--- config.mk ---
export PLATFORM = sky130hd
export DESIGN_NAME = uart_rx_cfg
export DESIGN_NICKNAME = d
export VERILOG_FILES = /design/src/rtl/uart_rx_cfg.sv
export SDC_FILE = /design/constraint.sdc
export NUM_CORES = 1
export LEC_CHECK = 0
export ABC_AREA = 0
export BUFFER_PORTS_ARGS = -buffer_cell sky130_fd_sc_hd__buf_2
export CORE_ASPECT_RATIO = 0.8
export CORE_MARGIN = 4
export CORE_UTILIZATION = 44
export DETAILED_ROUTE_END_ITERATION = 10
export SKIP_CTS_REPAIR_TIMING = 1
export SLEW_MARGIN = 30
export SYNTH_ARGS = -nofsm -noshare
export SYNTH_HDL_FRONTEND = slang
export SYNTH_SLANG_ARGS = --single-unit
--- constraint.sdc ---
create_clock -name clk -period 3.7 [get_ports clk]
set_input_delay 0.185 -clock clk [delete_from_list [all_inputs] [get_ports clk]]
set_output_delay 0.185 -clock clk [all_outputs]
set_load 0.01 [all_outputs]
--- src/rtl/uart_rx_cfg.sv ---
// ---------------------------------------------------------------------------------------------
// uart_rx_cfg: configurable UART receiver with a one-word holding register.
//
// The serial line is resynchronised by two flops and then sampled mid-bit by an FSM.
// A free-running timer restarts at each start edge (t0), and every sample point is an
// absolute offset from t0, so rounding never accumulates across the frame.
//
// Ports
//   clk            system clock, all logic on the rising edge
//   rstn           synchronous active-low reset
//   rxd_i          asynchronous serial input, idle high
//   err_clr_i      single-cycle pulse that clears oerr_o
//   rdata_o        data from the holding register (LSB received first)
//   rdata_perr_o   parity error flag of the held word
//   rdata_valid_o  holding register full
//   rdata_ready_i  consumer accepts the word when rdata_valid_o is also high
//   ferr_o         one-cycle pulse on a framing error
//   brk_o          one-cycle pulse on break detection
//   oerr_o         sticky overrun flag
// ---------------------------------------------------------------------------------------------
module uart_rx_cfg #(
   parameter int unsigned CLK_PER_HALF_BIT = 5208,
   parameter int unsigned DATA_BITS        = 8,
   parameter int unsigned PARITY           = 0,
   parameter int unsigned STOP_BITS        = 1
) (
   input  logic                 clk,
   input  logic                 rstn,
   input  logic                 rxd_i,
   input  logic                 err_clr_i,
   output logic [DATA_BITS-1:0] rdata_o,
   output logic                 rdata_perr_o,
   output logic                 rdata_valid_o,
   input  logic                 rdata_ready_i,
   output logic                 ferr_o,
   output logic                 brk_o,
   output logic                 oerr_o
);

   localparam logic [31:0] HalfBit   = 32'(CLK_PER_HALF_BIT);
   localparam logic [31:0] FullBit   = 32'(2 * CLK_PER_HALF_BIT);
   localparam logic [3:0]  LastBit   = 4'(DATA_BITS - 1);
   localparam logic        LastStop  = (STOP_BITS == 2);
   localparam bit          HasParity = (PARITY != 0);

   typedef enum logic [2:0] {
      StIdle,
      StStart,
      StData,
      StPar,
      StStop,
      StBrkWait
   } state_e;

   state_e               state_q, state_d;
   logic [1:0]           sync_q;
   logic [31:0]          timer_q, timer_d;
   logic [31:0]          target_q, target_d;
   logic [3:0]           bit_cnt_q, bit_cnt_d;
   logic [DATA_BITS-1:0] shift_q, shift_d;
   logic                 par_q, par_d;
   logic                 stop_idx_q, stop_idx_d;
   logic                 stop_err_q, stop_err_d;

   logic [DATA_BITS-1:0] rdata_q, rdata_d;
   logic                 perr_q, perr_d;
   logic                 valid_q, valid_d;
   logic                 ferr_q, ferr_d;
   logic                 brk_q, brk_d;
   logic                 oerr_q, oerr_d;

   logic line;
   logic sample;
   logic load;
   logic par_sum;
   logic perr_calc;
   logic stop_err_now;
   logic xfer;

   assign line = sync_q[1];

   // Parity of data plus received parity bit; par_q is 0 when the frame has no parity.
   assign par_sum = ^{shift_q, par_q};
   always_comb begin
      perr_calc = 1'b0;
      if (PARITY == 1) begin
         perr_calc = par_sum;
      end else if (PARITY == 2) begin
         perr_calc = ~par_sum;
      end
   end

   // ------------------------------------------------------------------------------------------
   // Receive FSM
   // ------------------------------------------------------------------------------------------
   always_comb begin
      state_d      = state_q;
      timer_d      = timer_q + 32'd1;
      target_d     = target_q;
      bit_cnt_d    = bit_cnt_q;
      shift_d      = shift_q;
      par_d        = par_q;
      stop_idx_d   = stop_idx_q;
      stop_err_d   = stop_err_q;
      load         = 1'b0;
      ferr_d       = 1'b0;
      brk_d        = 1'b0;
      sample       = (timer_q == target_q);
      stop_err_now = stop_err_q | ~line;

      case (state_q)
         StIdle: begin
            // Timer reads 0 in the t0 cycle, so timer_q == n in cycle t0+n.
            timer_d = '0;
            if (!line) begin
               state_d  = StStart;
               timer_d  = 32'd1;
               target_d = HalfBit;
            end
         end

         StStart: begin
            if (sample) begin
               if (line) begin
                  state_d = StIdle;
               end else begin
                  state_d   = StData;
                  target_d  = target_q + FullBit;
                  bit_cnt_d = '0;
               end
            end
         end

         StData: begin
            if (sample) begin
               // Shift in from the top so bit i ends up at position i after the last shift.
               shift_d  = {line, shift_q[DATA_BITS-1:1]};
               target_d = target_q + FullBit;
               if (bit_cnt_q == LastBit) begin
                  state_d    = HasParity ? StPar : StStop;
                  par_d      = 1'b0;
                  stop_idx_d = 1'b0;
                  stop_err_d = 1'b0;
               end else begin
                  bit_cnt_d = bit_cnt_q + 4'd1;
               end
            end
         end

         StPar: begin
            if (sample) begin
               par_d    = line;
               target_d = target_q + FullBit;
               state_d  = StStop;
            end
         end

         StStop: begin
            if (sample) begin
               if (!stop_idx_q && !line && (shift_q == '0) && !par_q) begin
                  // All-zero frame with a low first stop bit: break, not a framing error.
                  brk_d   = 1'b1;
                  state_d = StBrkWait;
               end else if (stop_idx_q == LastStop) begin
                  state_d = StIdle;
                  if (stop_err_now) begin
                     ferr_d = 1'b1;
                  end else begin
                     load = 1'b1;
                  end
               end else begin
                  stop_idx_d = 1'b1;
                  stop_err_d = stop_err_now;
                  target_d   = target_q + FullBit;
               end
            end
         end

         StBrkWait: begin
            if (line) begin
               state_d = StIdle;
            end
         end

         default: begin
            state_d = StIdle;
         end
      endcase
   end

   // ------------------------------------------------------------------------------------------
   // Holding register and error flags
   // ------------------------------------------------------------------------------------------
   assign xfer = valid_q & rdata_ready_i;

   always_comb begin
      rdata_d = rdata_q;
      perr_d  = perr_q;
      valid_d = valid_q;
      oerr_d  = oerr_q;

      if (err_clr_i) begin
         oerr_d = 1'b0;
      end

      if (load) begin
         if (!valid_q || xfer) begin
            rdata_d = shift_q;
            perr_d  = perr_calc;
            valid_d = 1'b1;
         end else begin
            // Overrun: the old word stays, the new one is dropped; set beats clear.
            oerr_d = 1'b1;
         end
      end else if (xfer) begin
         valid_d = 1'b0;
      end
   end

   always_ff @(posedge clk) begin
      if (!rstn) begin
         state_q    <= StIdle;
         sync_q     <= 2'b11;
         timer_q    <= '0;
         target_q   <= '0;
         bit_cnt_q  <= '0;
         shift_q    <= '0;
         par_q      <= 1'b0;
         stop_idx_q <= 1'b0;
         stop_err_q <= 1'b0;
         rdata_q    <= '0;
         perr_q     <= 1'b0;
         valid_q    <= 1'b0;
         ferr_q     <= 1'b0;
         brk_q      <= 1'b0;
         oerr_q     <= 1'b0;
      end else begin
         state_q    <= state_d;
         sync_q     <= {sync_q[0], rxd_i};
         timer_q    <= timer_d;
         target_q   <= target_d;
         bit_cnt_q  <= bit_cnt_d;
         shift_q    <= shift_d;
         par_q      <= par_d;
         stop_idx_q <= stop_idx_d;
         stop_err_q <= stop_err_d;
         rdata_q    <= rdata_d;
         perr_q     <= perr_d;
         valid_q    <= valid_d;
         ferr_q     <= ferr_d;
         brk_q      <= brk_d;
         oerr_q     <= oerr_d;
      end
   end

   assign rdata_o       = rdata_q;
   assign rdata_perr_o  = perr_q;
   assign rdata_valid_o = valid_q;
   assign ferr_o        = ferr_q;
   assign brk_o         = brk_q;
   assign oerr_o        = oerr_q;

endmodule

==> results.yml <==
synthesis:
  netlist_instances: 562
  yosysMostFrequentCell: "dfxtp_1"
  ys_top_cells_by_count: "92 x dfxtp_1, 58 x nand2_1, 57 x nor2_1"
  synth_top_area_frac: 0.3945
  synthTopCellsByArea: "dfxtp_1 39%, xor2_1 7.9%, nand2_1 4.7%"
  syn_avg_cell_area_um2: 8.306
  synth-warning-count: 0
  ys_seq_area_frac: 0.3945
  synth_flop_cell: "dfxtp_1"
  synthArstFlopShare: 0
  netlist_area_um2: 4668
  ys_types: 57
  yosysTopAreaCell: "dfxtp_1"
  synth_nets: 571
  synth_edf_count: 0
  ys_seq_elements: 92
worst_setup_path:
  critPathBufInv: 0
  path_max_fanout: 22
  crit_path_cell_trace: "xor2_1, nor4_1, and4_1, and4_1, a41oi_1, a311oi_1"
  crit_path_start_kind: "flop"
  cp-end-kind: "flop"
  worstPathArrival_ps: 3280
  criticalPathCategory: "flop to flop"
  cp_slowest_stage_delay_ps: 860
  crit_top_cell: "and4_1"
  required_ps: 3950
  crit_family: "simple AND/OR/NAND/NOR gates"
  cp_slowest_cell: "and4_1"
timing:
  worst_slack_ps: 670.9
  worst_pin_slew_ps: 933.2
  hold_viol: 0
  rsz0062_at_grt: "false"
  setup_viol: 0
  slew_headroom: 0.3721
  fmax_ghz: 0.3301
  fin_tns_setup_ps: 0
  slew_violations: 0
  layout_min_cycle_time_ps: 3029
  worst_clock_skew_ps: 6.597
  finalCritPeriodShare: 0.8187
grt:
  antenna_found_initial: 0
  grt-ovfl-total: 0
  grt_util_met3: 0.06310
  grt_util_met2: 0.2874
  use_met1: 0.3223
  grt_pass1_wl_um: 20380
  grt_pass1_vias: 3794
  busiest_layer: "met1"
  grt.total_usage: 0.2119
  grt_max_degree: 32
finish:
  final_layout_size_suffix_gt1_frac: 0.09091
  fin_nets: 576
  multiInputGateArea_um2: 2653
  syn_to_final_growth_pct: 11.23
  stdcell_count: 712
  final_core_util: 0.5030
  final-seq-area_um2: 1842
  antenna_cells: 0
  fill_cells: 995
worst_hold_path:
  hold_class: "primary input to flop"
route:
  routedWlPerCell_um: 17.70
  antenna_left: 0
  wl_um: 12600
  viasPerCell: 5.910
  vias: 4208
  drc_errors: 0
  dr.pass1.iters: 5
  drtIter0Drc: 369
die:
  fp.dieW_um: 123.2
  start_util: 0.4522
  rows: 33
  fp.dieH_um: 100.1
  die-area_um2: 12330
  core_area_um2: 10320
  io_pins: 18
power:
  power_uw: 2148
  sw_frac_of_total: 0.2350
  p_leak_uw: 0.001909
  pwr-share-seq: 0.469
  power_frac_comb: 0.061
  p_switching_uw: 504.8
  irDropWorstVdd_uv: 232.1
  intPower_uw: 1643
  power_frac_clock: 0.471
  power.density_cell_area_nw_per_um2: 413.6
job:
  max_cap_viol_count: 0
place:
  dpl.hpwl_um: 8900
  numPortBuffers: 16
  place_inst: 696
  preCtsSetupSlack_ps: 830.8
  gp_congestion: 0.9537
clock_tree:
  htree_levels: 3
  root_buffer: "clkbuf_16"
  clk_pin_slew_ps: 70
  clock_latency_ps: 340
  clockBufferDepth: 2
  numCtsBuffers: 9
  cts.sinks: 92
  cts_tree: "done"
outcome:
  outcome: "complete, no violations"
-- sequential cells by signal, indices dropped and copies added (netlist names) --
register       count
oerr_o             1
brk_o              1
rdata_o            8
bit_cnt_q          4
stop_err_q         1
target_q          29
ferr_o             1
shift_q            8
par_q              1
state_q            3
rdata_valid_o      1
timer_q           32
sync_q             2
-- through the flow --
| step | instance area, um2 | hold WS (ps) |
|---|---|---|
| after floorplan | 4668 | 286.5 |
| after global placement | 4866 | 367.3 |
| after detailed placement | 4866 | 370.3 |
| after CTS | 5192 | 8.946 |
| after global routing | 5192 | 21.88 |
| final | 5192 | 19.31 |
-- layout make-up --
cell class / count / area share
multi-input combinational: 425 / 0.5108
tap: 140 / 0.03373
clock inverter: 6 / 0.01687
sequential: 92 / 0.3547
clock buffer: 10 / 0.04602
timing repair buffer: 24 / 0.02699
inverter: 15 / 0.01084
-- power by group through the flow --
stage | clock (uW) | sequential (uW) | combinational, uW
after floorplan | 0 | 1020 | 93.0
after global placement | 0 | 1030 | 126
after detailed placement | 0 | 1030 | 128
after CTS | 1030 | 1010 | 129
after global routing | 1070 | 1010 | 143
final | 1010 | 1010 | 130
-- final timing paths --
kind	to	from	slack, ps	cells after the start
worst min-delay path	sync_q[0]	rxd_i	20	2
worst max-delay path	target_q[29]	timer_q[16]	670	6
worst max register to register	target_q[29]	timer_q[16]	670	6
worst min register to register	sync_q[1]	sync_q[0]	420	1
-- cell families after synthesis --
family | Yosys count | synth area share
adder cells (fa/ha/maj) | 4 | 0.01072
AND/OR/NAND/NOR | 245 | 0.2694
flip-flops | 92 | 0.3945
other | 1 | 0.0008033
multiplexers | 8 | 0.01715
XOR/XNOR | 58 | 0.1088
buffers and inverters | 45 | 0.03940
AO/OA/AOI/OAI | 109 | 0.1592
-- layer usage --
metal  share of wire  up-vias
met4          0.0088        0
met3           0.077        8
met1            0.50     2024
li1                -     2037
met2            0.42      139
met5               0        -
-- cells in the final DEF (no fill, tap or decap), types with 9 or more instances in the layout --
| cell | Yosys | routed |
|---|---|---|
| nor4_1 | 15 | 14 |
| inv_1 | 14 | 13 |
| clkbuf_16 | 0 | 9 |
| dfxtp_1 | 92 | 92 |
| nand4_1 | 15 | 15 |
| a31oi_1 | 15 | 15 |
| xor2_1 | 42 | 42 |
| xnor2_1 | 16 | 16 |
| nand3_1 | 36 | 36 |
| a21oi_1 | 24 | 24 |
| and3_1 | 10 | 10 |
| nor2_1 | 57 | 57 |
| and4_1 | 10 | 10 |
| a311oi_1 | 16 | 16 |
| buf_2 | 3 | 16 |
| o21ai_0 | 18 | 17 |
| nand2_1 | 58 | 58 |
No activity file was read; power rests on OpenSTA's default activity.
